### config.mk
export PLATFORM = sky130hd
export DESIGN_NAME = opt_gen
export DESIGN_NICKNAME = d
export VERILOG_FILES = /design/src/rtl/replica_pkg.sv /design/src/rtl/xorshift32.sv /design/src/rtl/opt_gen.sv
export SDC_FILE = /design/constraint.sdc
export NUM_CORES = 1
export LEC_CHECK = 0
export CAP_MARGIN = 20
export CORE_ASPECT_RATIO = 1.2
export CORE_MARGIN = 2
export CORE_UTILIZATION = 55
export DETAILED_ROUTE_END_ITERATION = 12
export GPL_ROUTABILITY_DRIVEN = 0
export PLACE_DENSITY = 0.82
export SYNTH_ARGS = -nofsm -noshare
export SYNTH_HDL_FRONTEND = slang
export SYNTH_SLANG_ARGS = --single-unit
### constraint.sdc
create_clock -name clk -period 5.45 [get_ports clk]
set_clock_uncertainty 0.05 [all_clocks]
set_input_delay 0.8175 -clock clk [delete_from_list [all_inputs] [get_ports clk]]
set_output_delay 0.8175 -clock clk [all_outputs]
set_load 0.01 [all_outputs]
### src/rtl/replica_pkg.sv
// Shared types and sizing for the replica-exchange TSP annealer.
// Move commands and the packed tour-modification record live here.
package replica_pkg;

  localparam int city_num     = 30;
  localparam int city_num_log = 5;

  // Largest legal city index; city 0 is the fixed tour start.
  localparam logic [city_num_log-1:0] city_max = city_num_log'(city_num - 1);

  typedef enum logic {
    two_opt = 1'b0,
    or_opt  = 1'b1
  } opt_command_t;

  typedef struct packed {
    opt_command_t                command;
    logic [city_num_log-1:0]     k;
    logic [city_num_log-1:0]     l;
  } opt_t;

endpackage

### src/rtl/xorshift32.sv
// 32-bit xorshift PRNG state register (shifts 13/17/5).
// A zero seed, whether from the parameter or a load, is replaced by 1.
module xorshift32 #(
  parameter logic [31:0] SEED = 32'h2545_f491
) (
  input  logic        clk,
  input  logic        reset,
  input  logic        load,
  input  logic [31:0] load_data,
  input  logic        advance,
  output logic [31:0] value
);

  localparam logic [31:0] SEED_NZ = (SEED == 32'h0) ? 32'h1 : SEED;

  logic [31:0] r_state;
  logic [31:0] w_s1;
  logic [31:0] w_s2;
  logic [31:0] w_step;

  assign w_s1   = r_state ^ (r_state << 13);
  assign w_s2   = w_s1 ^ (w_s1 >> 17);
  assign w_step = w_s2 ^ (w_s2 << 5);

  always_ff @(posedge clk) begin
    if (reset) begin
      r_state <= SEED_NZ;
    end else if (load) begin
      r_state <= (load_data == 32'h0) ? 32'h1 : load_data;
    end else if (advance) begin
      r_state <= w_step;
    end
  end

  assign value = r_state;

endmodule

### src/rtl/opt_gen.sv
// Move generator: draws a random two_opt / or_opt command with cities K, L.
// Define OR_OPT_EN to generate or_opt moves; otherwise every move is two_opt.
module opt_gen
  import replica_pkg::*;
#(
  parameter logic [31:0] SEED = 32'h2545_f491
) (
  input  logic        clk,
  input  logic        reset,
  input  logic        seed_write,
  input  logic [31:0] seed_data,
  input  logic        next,
  output logic        opt_valid,
  output opt_t        opt
);

  typedef enum logic [1:0] {
    GEN_K = 2'd0,
    GEN_L = 2'd1,
    FIX   = 2'd2,
    DONE  = 2'd3
  } state_t;

  function automatic logic [31:0] xs_step(input logic [31:0] x);
    logic [31:0] y;
    y = x ^ (x << 13);
    y = y ^ (y >> 17);
    y = y ^ (y << 5);
    return y;
  endfunction

  function automatic logic [city_num_log-1:0] xs_cand(input logic [31:0] x);
    return city_num_log'(xs_step(x));
  endfunction

`ifdef OR_OPT_EN
  function automatic logic xs_msb(input logic [31:0] x);
    return 1'(xs_step(x) >> 31);
  endfunction
`endif

  state_t                  r_state;
  opt_t                    r_opt;
  logic                    r_opt_valid;

  logic [31:0]             w_prng;
  logic [city_num_log-1:0] w_cand;
  logic                    w_advance;
  logic                    w_in_range;
  logic                    w_l_ok;
  opt_command_t            w_cmd;

  assign w_advance = (r_state == GEN_K) || (r_state == GEN_L);

  xorshift32 #(
    .SEED(SEED)
  ) u_prng (
    .clk       (clk),
    .reset     (reset),
    .load      (seed_write),
    .load_data (seed_data),
    .advance   (w_advance),
    .value     (w_prng)
  );

  // The candidate comes from the value the PRNG advances to this cycle.
  assign w_cand     = xs_cand(w_prng);
  assign w_in_range = (w_cand != '0) && (w_cand <= city_max);

`ifdef OR_OPT_EN
  assign w_cmd  = opt_command_t'(xs_msb(w_prng));
  assign w_l_ok = w_in_range && (w_cand != r_opt.k) &&
                  !((r_opt.command == or_opt) && (w_cand == r_opt.k - 1'b1));
`else
  assign w_cmd  = two_opt;
  assign w_l_ok = w_in_range && (w_cand != r_opt.k);
`endif

  always_ff @(posedge clk) begin
    if (reset) begin
      r_state     <= GEN_K;
      r_opt       <= '0;
      r_opt_valid <= 1'b0;
    end else if (seed_write) begin
      r_state     <= GEN_K;
      r_opt_valid <= 1'b0;
    end else begin
      case (r_state)
        GEN_K: begin
          if (w_in_range) begin
            r_opt.k       <= w_cand;
            r_opt.command <= w_cmd;
            r_state       <= GEN_L;
          end
        end
        GEN_L: begin
          if (w_l_ok) begin
            r_opt.l <= w_cand;
            r_state <= FIX;
          end
        end
        FIX: begin
          // two_opt segments are always presented with K < L.
          if ((r_opt.command == two_opt) && (r_opt.k > r_opt.l)) begin
            r_opt.k <= r_opt.l;
            r_opt.l <= r_opt.k;
          end
          r_state     <= DONE;
          r_opt_valid <= 1'b1;
        end
        DONE: begin
          if (next) begin
            r_state     <= GEN_K;
            r_opt_valid <= 1'b0;
          end
        end
        default: begin
          r_state     <= GEN_K;
          r_opt_valid <= 1'b0;
        end
      endcase
    end
  end

  assign opt_valid = r_opt_valid;
  assign opt       = r_opt;

endmodule

==> results.ini, run 1 <==
[cts]
cts_inserted_buffers=5
cts_hold_buf=0
cts_tree=yes
path_clk_slew_ns=0.09
ctsHtreeMaxLevel=2
clkLatencyLatePin_ns=0.31
clockBufferDepth=2
cts.sinks=45
post_cts_resized=0
postCtsSetupRepairBufs=0
cts_root_buf=clkbuf_8

[setup_path]
r2r_end=u_prng.value[9]$_SDFFE_PP0P_
required_ns=5.60
arrival_ns=3.30
rrSetupSlack_ns=2.97
r2r_start=r_state[0]$_SDFFE_PP0P_
cp_top_family=buffers and inverters
critPathCaptureType=flop
start_kind=input port
cp_cell_sequence=clkdlybuf4s50_1 > buf_4 > inv_1 > nand2_1 > buf_4 > o211ai_1 > o21ai_0 > nor2_1
path_class=input port to flop
critPathMaxFanout=49
slowest_delay_ns=0.65
cp_num_buf_inv=4
path_common_cell=buf_4
cpMaxStageDelayCell=nand2_1
r2r_cells=8

[final_layout]
stdcell_count=458
fillCellCount=454
final_util_pct=68.3
n_antenna_cell=0
syn2layout_area_growth_pct=19.0
final_cell_mix=nor2_1, xnor2_1, clkdlybuf4s50_1, dfxtp_1, nand2_1
drive_gt1_share_pct=6.31
final_nets=440

[synthesis]
ys_warn_count=0
synth.yosys.seq_area_share_pct=29.6
async_reset_ff_share_pct=0
synth_top_area_share_pct=29.6
synth_edf_count=0
synth-seq-cells=45
synthesis.area_um2=3040
synth_fp_nets=405
yosys_most_used_dff=dfxtp_1
yosysUniqueCellTypes=45
synth_largest_area_cell=dfxtp_1
avgSynthCellArea_um2=8.44
synth.area.top_cells=dfxtp_1, xnor2_1, nor2_1, xor2_1, o211ai_1
syn_inst=360

[floorplanning]
die_height_um=85.4
ios=48
rows=29
die-area_um2=6140
start_util_pct=57.4
die_x_um=71.9
core_um2=5300

[drt]
post_drt_wl_per_cell_um=16.9
ant_nets=0
first_pass_iters=4
drt-total-wl_mm=7.73
drt_iter0_drc=253
via_per_inst=5.91
drc=0
vias=2705

[timing]
rsz0062_at_grt=false
slew_violations=0
fin_hold_ws_ns=0.440
slew_headroom_pct=31.3
tightest_slew_ns=1.03
fin_crit_sh_pct=57.9
setup_viol=0
hold_viol=0
clock.fmax_mhz=317
finalCriticalPeriod_ns=3.15
finalSetupTns_ns=0

[worst_hold_path]
min_from=u_prng.value[22]$_SDFFE_PP1P_
whs_endpoint=u_prng.value[22]$_SDFFE_PP1P_
hold_path_class=flop to flop
holdPathStages=1

[grt]
grt_usage_pct=26.6
antenna_found_initial=0
grt_pass1_vias=2681
grt_max_degree=50
grt_pass1_wl_mm=12.8
grt_overflow=0

[power]
power.density_nw_per_um2=720
leakage_uw=0.00134
vdd_drop_max_uv=426

[run]
maxCapViolCount=0

[status]
status=finished, final reports clean

[placed_design]
placed_cells=450
io_buffers=46
post-dp-hpwl_mm=5.69

[kinds of logic (layout without fill, tap and decap cells)]
kind of cell | count (synthesis) | in the layout | synth area share (%)
AND/OR/NAND/NOR | 105 | 105 | 16.0
flip-flops | 45 | 45 | 29.6
XOR/XNOR | 72 | 72 | 23.6
buffers and inverters | 31 | 67 | 3.99
other | 1 | 1 | 0.123
multiplexers | 4 | 4 | 1.36
AO/OA/AOI/OAI | 93 | 93 | 21.6
adder cells (fa/ha/maj) | 9 | 9 | 3.71
[final cells by class]
class                      instances  area [um2]  area share, %
clock buffer                       6        82.6           2.28
clock inverter                     2        13.8          0.380
inverter                          10        37.5           1.04
multi-input combinational        284        2020           55.9
sequential                        45         901           24.9
tap                               62        77.6           2.14
timing repair buffer              49         483           13.4
[routing by layer]
metal / vias up / global-route usage, % / routed length [um]
met5: - / 0 / 0
met2: 86 / 44.9 / 3690
li1: 1333 / - / -
met3: 18 / 5.70 / 494
met4: 0 / 11.0 / 199
met1: 1268 / 32.5 / 3350
[through the flow]
stage | cell area, um2 | power [uW] | worst slack [ns]
detailed placement | 3520 | 2360 | 1.98
CTS | 3620 | 2600 | 2.31
floorplan | 3040 | 1990 | 3.34
finish | 3620 | 2610 | 2.30
global placement | 3520 | 2320 | 2.11
global route | 3620 | 2820 | 2.04
[cells in the mapped netlist, types with 4 or more instances]
cell type and instances:
a211o_1 4, a211oi_1 9, a21oi_1 18, a221oi_1 6, a311oi_1 5, clkbuf_1 17
dfxtp_1 45, ha_1 9, inv_1 10, nand2_1 20, nand2b_1 9, nand4_1 4
nor2_1 47, nor3_1 7, nor4_1 8, o211ai_1 18, o21ai_0 19, o21bai_1 4
xnor2_1 47, xor2_1 18
[registers in the layout, summed over array words and instances, names as in the netlist]
register,flops
opt,10
r_state,2
opt_valid,1
u_prng.value,32
[how the worst max path moves through the flow]
stage / startpoint / to / slack (ns) / cells past startpoint
2_1_floorplan: u_prng.value[5]$_SDFFE_PP0P_ / r_state[1]$_SDFFE_PP0P_ / 3.34 / 6
3_3_place_gp: seed_write / u_prng.value[5]$_SDFFE_PP0P_ / 2.11 / 8
3_5_place_dp: seed_write / u_prng.value[13]$_SDFFE_PP1P_ / 1.98 / 8
4_1_cts: seed_write / u_prng.value[8]$_SDFFE_PP0P_ / 2.31 / 8
5_1_grt: seed_write / u_prng.value[13]$_SDFFE_PP1P_ / 2.04 / 8
6_report: seed_write / u_prng.value[8]$_SDFFE_PP0P_ / 2.30 / 8
[worst reg2reg max path: cells and delay by family (launching register included)]
family | cells | cell delay (ns)
and+or+nand+nor | 3 | 1.01
buffers and inverters | 2 | 0.50
DFF | 1 | 0.37
adders and majority gates | 1 | 0.28
AOI/OAI and AO/OA | 2 | 0.20
[power by group]
part / leakage, uW / switching (uW) / internal [uW] / total, uW
combinational: 0.000919 / 914 / 838 / 1750
sequential: 0.000374 / 161 / 466 / 627
clock: 0.0000512 / 124 / 103 / 227
total: 0.00134 / 1200 / 1410 / 2610
(Power assumes the default switching activity.)
==> inputs of run 2 (changes only) <==
--- a/config.mk
+++ b/config.mk
@@ -8,10 +8,10 @@
 export CAP_MARGIN = 20
 export CORE_ASPECT_RATIO = 1.2
 export CORE_MARGIN = 2
-export CORE_UTILIZATION = 55
+export CORE_UTILIZATION = 49
 export DETAILED_ROUTE_END_ITERATION = 12
 export GPL_ROUTABILITY_DRIVEN = 0
-export PLACE_DENSITY = 0.82
+export PLACE_DENSITY = 0.77
 export SYNTH_ARGS = -nofsm -noshare
 export SYNTH_HDL_FRONTEND = slang
 export SYNTH_SLANG_ARGS = --single-unit
==> constraint.sdc (replaced) <==
create_clock -name clk -period 2.8 [get_ports clk]
set_clock_uncertainty 0.05 [all_clocks]
set_input_delay 0.42 -clock clk [delete_from_list [all_inputs] [get_ports clk]]
set_output_delay 0.42 -clock clk [all_outputs]
set_load 0.01 [all_outputs]
==> results.ini, run 2 (synthesis gave the netlist of run 1 again) <==
[timing]
hold_viol=0  ; unchanged
slew_violations=0  ; unchanged
fin_crit_sh_pct=84.0
setup_slack_ns=0.447  ; -1.85 ns
finalSetupTns_ns=0  ; unchanged
clock.fmax_mhz=425
finalCriticalPeriod_ns=2.35
slew_headroom_pct=66.6  ; +35 points
fin_hold_ws_ns=0.448  ; +0.00825 ns
setup_viol=0  ; unchanged
rsz0062_at_grt=false
tightest_slew_ns=0.497  ; -0.529 ns

[setup_path]
cp_cell_sequence=xnor3_1 > nand4_1 > o21ai_2 > a221oi_4 > a21oi_1 > a311oi_1
critPathMaxFanout=10  ; -80%
critPathCaptureType=flop
cp_num_buf_inv=0  ; -4
path_class=flop to flop
arrival_ns=2.51  ; -0.79 ns
slowest_delay_ns=0.53  ; -0.12 ns
start_kind=flop
required_ns=2.96  ; -2.64 ns
cpMaxStageDelayCell=xnor3_1
cp_top_family=compound AO/OA/AOI/OAI gates

[drt]
drt-total-wl_mm=7.87  ; +1.8%
via_per_inst=5.71  ; -3.3%
drc=0  ; unchanged
drt_iter0_drc=246  ; -2.8%
vias=2747  ; +1.6%
post_drt_wl_per_cell_um=16.4  ; -3.0%
ant_nets=0  ; unchanged
first_pass_iters=6  ; +2

[floorplanning]
die-area_um2=6850  ; +12%
die_height_um=90.3  ; +5.7%
start_util_pct=50.6  ; -6.8 points
rows=31  ; +6.9%
core_um2=6010  ; +13%
ios=48  ; unchanged
die_x_um=75.9  ; +5.6%

[cts]
ctsHtreeMaxLevel=2  ; unchanged
clkLatencyLatePin_ns=0.31  ; about the same
cts_inserted_buffers=5  ; unchanged
cts_root_buf=clkbuf_8
cts_tree=yes
cts_hold_buf=0  ; unchanged
postCtsSetupRepairBufs=0  ; unchanged
post_cts_resized=0  ; unchanged
cts.sinks=45  ; unchanged
path_clk_slew_ns=0.09  ; about the same
clockBufferDepth=2  ; unchanged

[final_layout]
syn2layout_area_growth_pct=20.4
largest_register_ff_count=32  ; unchanged
n_antenna_cell=0  ; unchanged
drive_gt1_share_pct=7.02  ; +0.70 points
final_nets=443  ; +0.68%
final_util_pct=60.9  ; -7.4 points
final_cell_mix=nor2_1, xnor2_1, clkdlybuf4s50_1, dfxtp_1, nand2_1

[grt]
antenna_found_initial=0  ; unchanged
grt_overflow=0  ; unchanged
grt_pass1_wl_mm=12.6  ; -1.2%
grt_max_degree=46  ; -8.0%
grt_usage_pct=23.5  ; -3.1 points
grt_pass1_vias=2596  ; -3.2%

[power]
p_clk_share_pct=8.3  ; -0.4 points
power.density_nw_per_um2=1370  ; +91%
power.share.combinational_pct=67.4  ; +0.2 points
leakage_uw=0.00135  ; +0.66%
seq_power_share_pct=24.3  ; +0.2 points
intPower_uw=2730  ; +94%
switching_share_pct=45.8  ; -0.19 points
p_switching_uw=2300  ; +92%
vdd_drop_max_uv=579  ; +36%
finalPower_uw=5030  ; +93%

[worst_hold_path]
hold_path_class=flop to flop

[placed_design]
io_buffers=46  ; unchanged
post-dp-hpwl_mm=5.97  ; +4.9%
place_ws_ns=0.419  ; -1.57 ns

[status]
status=finished, final reports clean

[run]
maxCapViolCount=0  ; unchanged

[run 2: per-stage QoR]
stage | instances | instance area [um2]
floorplan | 360 | 3040
global placement | 473 | 3570
detailed placement | 473 | 3570
CTS | 481 | 3660
global route | 481 | 3660
finish | 481 | 3660
[run 2: power groups by stage]
stage                     logic (uW)  clock network (uW)  registers, uW
after floorplan                 2710                   0           1170
after global placement          3330                   0           1220
after detailed placement        3390                   0           1230
after CTS                       3410                 425           1220
after global routing            3730                 453           1260
final                           3390                 417           1220
[run 2: path summary, 6_finish.rpt]
check | startpoint | to | slack, ns | cells after the start
hold reg to reg | u_prng.value[22]$_SDFFE_PP1P_ | u_prng.value[22]$_SDFFE_PP1P_ | 0.45 | 1
setup / recovery | u_prng.value[7]$_SDFFE_PP1P_ | opt[2]$_SDFFE_PP0P_ | 0.45 | 6
setup reg to reg | u_prng.value[7]$_SDFFE_PP1P_ | opt[2]$_SDFFE_PP0P_ | 0.45 | 6
hold / removal | u_prng.value[22]$_SDFFE_PP1P_ | u_prng.value[22]$_SDFFE_PP1P_ | 0.45 | 1
[run 2: routing by layer]
metal	GRT usage, %	part of all wire (%)	up-vias
met1	30.7	44	1295
met4	5.70	1.7	0
met3	3.57	5.4	11
met5	0	0	-
met2	39.7	48	92
li1	-	-	1349
[run 2: layout make-up]
class                           count  area, um2
Clock buffer                        5       68.8
Clock inverter                      3       21.3
Fill cell                         555       2350
Inverter                           10       37.5
Multi-Input combinational cell    284       2020
Sequential cell                    45        901
Tap cell                           82        103
Timing Repair Buffer               52        505
==> inputs of run 3 (changes only) <==
==> constraint.sdc (replaced) <==
create_clock -name clk -period 2.1 [get_ports clk]
set_clock_uncertainty 0.05 [all_clocks]
set_input_delay 0.315 -clock clk [delete_from_list [all_inputs] [get_ports clk]]
set_output_delay 0.315 -clock clk [all_outputs]
set_load 0.01 [all_outputs]
==> results.ini, run 3 (synthesis gave the netlist of run 1 again) <==
[power]
p_clk_share_pct=8.8  ; +0.5 points
seq_power_share_pct=19.3  ; -5.0 points
switching_share_pct=44.4  ; -1.4 points
leakage_uw=0.00168  ; +24%
p_switching_uw=3520  ; +53%
power.share.combinational_pct=71.9  ; +4.5 points
vdd_drop_max_uv=973  ; +68%
power.density_nw_per_um2=1870  ; +36%
intPower_uw=4420  ; +62%
finalPower_uw=7940  ; +58%

[setup_path]
arrival_ns=2.41  ; -0.10 ns
rrSetupSlack_ns=-0.14  ; -0.59 ns
r2r_cells=7  ; +1
required_ns=2.26  ; -0.70 ns
r2r_end=opt[4]$_SDFFE_PP0P_
critPathMaxFanout=5  ; -5
path_class=flop to flop
start_kind=flop
startpoint=u_prng.value[20]$_SDFFE_PP0P_
r2r_start=u_prng.value[20]$_SDFFE_PP0P_
critPathCaptureType=flop

[cts]
cts.sinks=45  ; unchanged
cts_inserted_buffers=5  ; unchanged
clkLatencyLatePin_ns=0.30  ; about the same
cts_tree=yes
path_clk_slew_ns=0.09  ; about the same
clockBufferDepth=2  ; unchanged
ctsHtreeMaxLevel=2  ; unchanged
cts_root_buf=clkbuf_8

[drt]
drt_iter0_drc=248  ; +0.81%
post_drt_wl_per_cell_um=17.0  ; +4.0%
dr_wl_met2_mm=4.68  ; +23%
first_pass_iters=4  ; -2
via_per_inst=5.64  ; -1.2%
drc=0  ; unchanged
wl_met1_mm=3.71  ; +6.2%
dr.max_layer_used=met4
drt-total-wl_mm=9.19  ; +17%
vias=3048  ; +11%
ant_nets=0  ; unchanged
wl_met3_um=446  ; +4.2%

[status]
violations=negative setup slack
status=finished, violations left

[placed_design]
placed_cells=528  ; +12%
placed_area_um2=3990  ; +12%
post-dp-hpwl_mm=6.72  ; +13%
place_ws_ns=-0.194  ; -0.613 ns
io_buffers=46  ; unchanged

[floorplanning]
rows=31  ; unchanged
start_util_pct=50.6  ; unchanged
ios=48  ; unchanged
die_height_um=90.3  ; unchanged
die-area_um2=6850  ; unchanged
die_x_um=75.9  ; unchanged
core_um2=6010  ; unchanged

[timing]
setup_viol=9  ; +9
finalSetupTns_ns=-0.579  ; -0.579 ns
fin_crit_sh_pct=107  ; +23 points
hold_viol=0  ; unchanged
clock.fmax_mhz=446  ; +4.9%
rsz0062_at_grt=true
slew_violations=0  ; unchanged
finalCriticalPeriod_ns=2.24  ; -0.110 ns
setup_slack_ns=-0.143  ; -0.590 ns

[final_layout]
drive_gt1_share_pct=23.1  ; +16 points
final_cell_mix=buf_4, xnor2_1, clkdlybuf4s50_1, nor2_1, dfxtp_1
syn2layout_area_growth_pct=39.8
n_antenna_cell=0  ; unchanged
final_nets=502  ; +13%
stdcell_count=540  ; +12%
seqCellArea_um2=908  ; +0.83%
fillCellCount=477  ; -14%
largest_register_ff_count=32  ; unchanged
multi_input_area_um2=2130  ; +5.1%
final_cell_area_um2=4250  ; +16%
final_common_cell=buf_4

[worst_hold_path]
min_from=u_prng.value[22]$_SDFFE_PP1P_
whs_endpoint=u_prng.value[22]$_SDFFE_PP1P_
holdPathStages=1  ; unchanged
hold_path_class=flop to flop

[run]
maxCapViolCount=0  ; unchanged

[grt]
grt_max_degree=44  ; -4.3%
grt_pass1_vias=3051  ; +18%
grt_pass1_wl_mm=14.5  ; +15%
grt_overflow=0  ; unchanged
antenna_found_initial=0  ; unchanged
grt_usage_pct=27.4  ; +3.8 points

==> run 3: cell types whose count changed in the layout (fill, tap and decap cells not counted), moves of 3 or more <==
cell,previous run,this run
a211oi_1,9,5
a211oi_2,1,5
a311oi_1,5,1
a311oi_2,0,4
buf_4,6,62
dfxtp_1,45,41
dfxtp_2,0,3
nor2_1,47,43
nor2_2,1,5
==> run 3: critical path: stages (launching register included) <==
cell and delay (ns):
dfxtp_4 0.37, xnor3_2 0.46, buf_4 0.17, xnor2_1 0.18
nor2_2 0.12, a221oi_4 0.38, a21oi_1 0.16, a311oi_2 0.28
==> run 3: layout make-up <==
cell class	count	share of cell area (%)
multi-input cells	285	50.0
repair buffers	110	22.5
flip-flops and latches	45	21.4
well taps	82	2.42
clock buffers	7	2.03
inverters	10	0.884
clock inverters	1	0.707
==> run 3: power by group through the flow <==
stage	sequential, uW	clock, uW	combinational [uW]
floorplan	1560	0	3620
global placement	1510	0	5150
detailed placement	1530	0	5280
CTS	1510	710	5470
global route	1560	742	6210
finish	1530	700	5710
==> run 3: worst max-delay path by stage <==
| stage | cells after the start | to |
|---|---|---|
| floorplan | 6 | r_state[1]$_SDFFE_PP0P_ |
| global placement | 7 | u_prng.value[17]$_SDFFE_PP0P_ |
| detailed placement | 7 | u_prng.value[17]$_SDFFE_PP0P_ |
| CTS | 6 | r_state[1]$_SDFFE_PP0P_ |
| global route | 7 | opt[4]$_SDFFE_PP0P_ |
| finish | 7 | opt[4]$_SDFFE_PP0P_ |
==> run 3: metal layers <==
| metal | track usage (%) | up-vias |
|---|---|---|
| met2 | 47.0 | 129 |
| met4 | 9.50 | 0 |
| met3 | 4.35 | 34 |
| met5 | 0 | - |
| met1 | 33.4 | 1425 |
| li1 | - | 1460 |
==> run 3: repair_timing <==
item	CTS	global route
pin swaps	7	5
cloned	1	0
buffers inserted	2	1
hold endpoints to repair	0	0
endpoints found under the setup margin	8	25
resized for setup	7	17
hold buffers	0	0
==> run 3: stage by stage <==
step                hold slack [ns]  util, %
floorplan                     0.394        -
global placement              0.418     66.4
detailed placement            0.429     66.4
CTS                           0.451     69.4
global route                  0.475     70.7
finish                        0.447     70.7
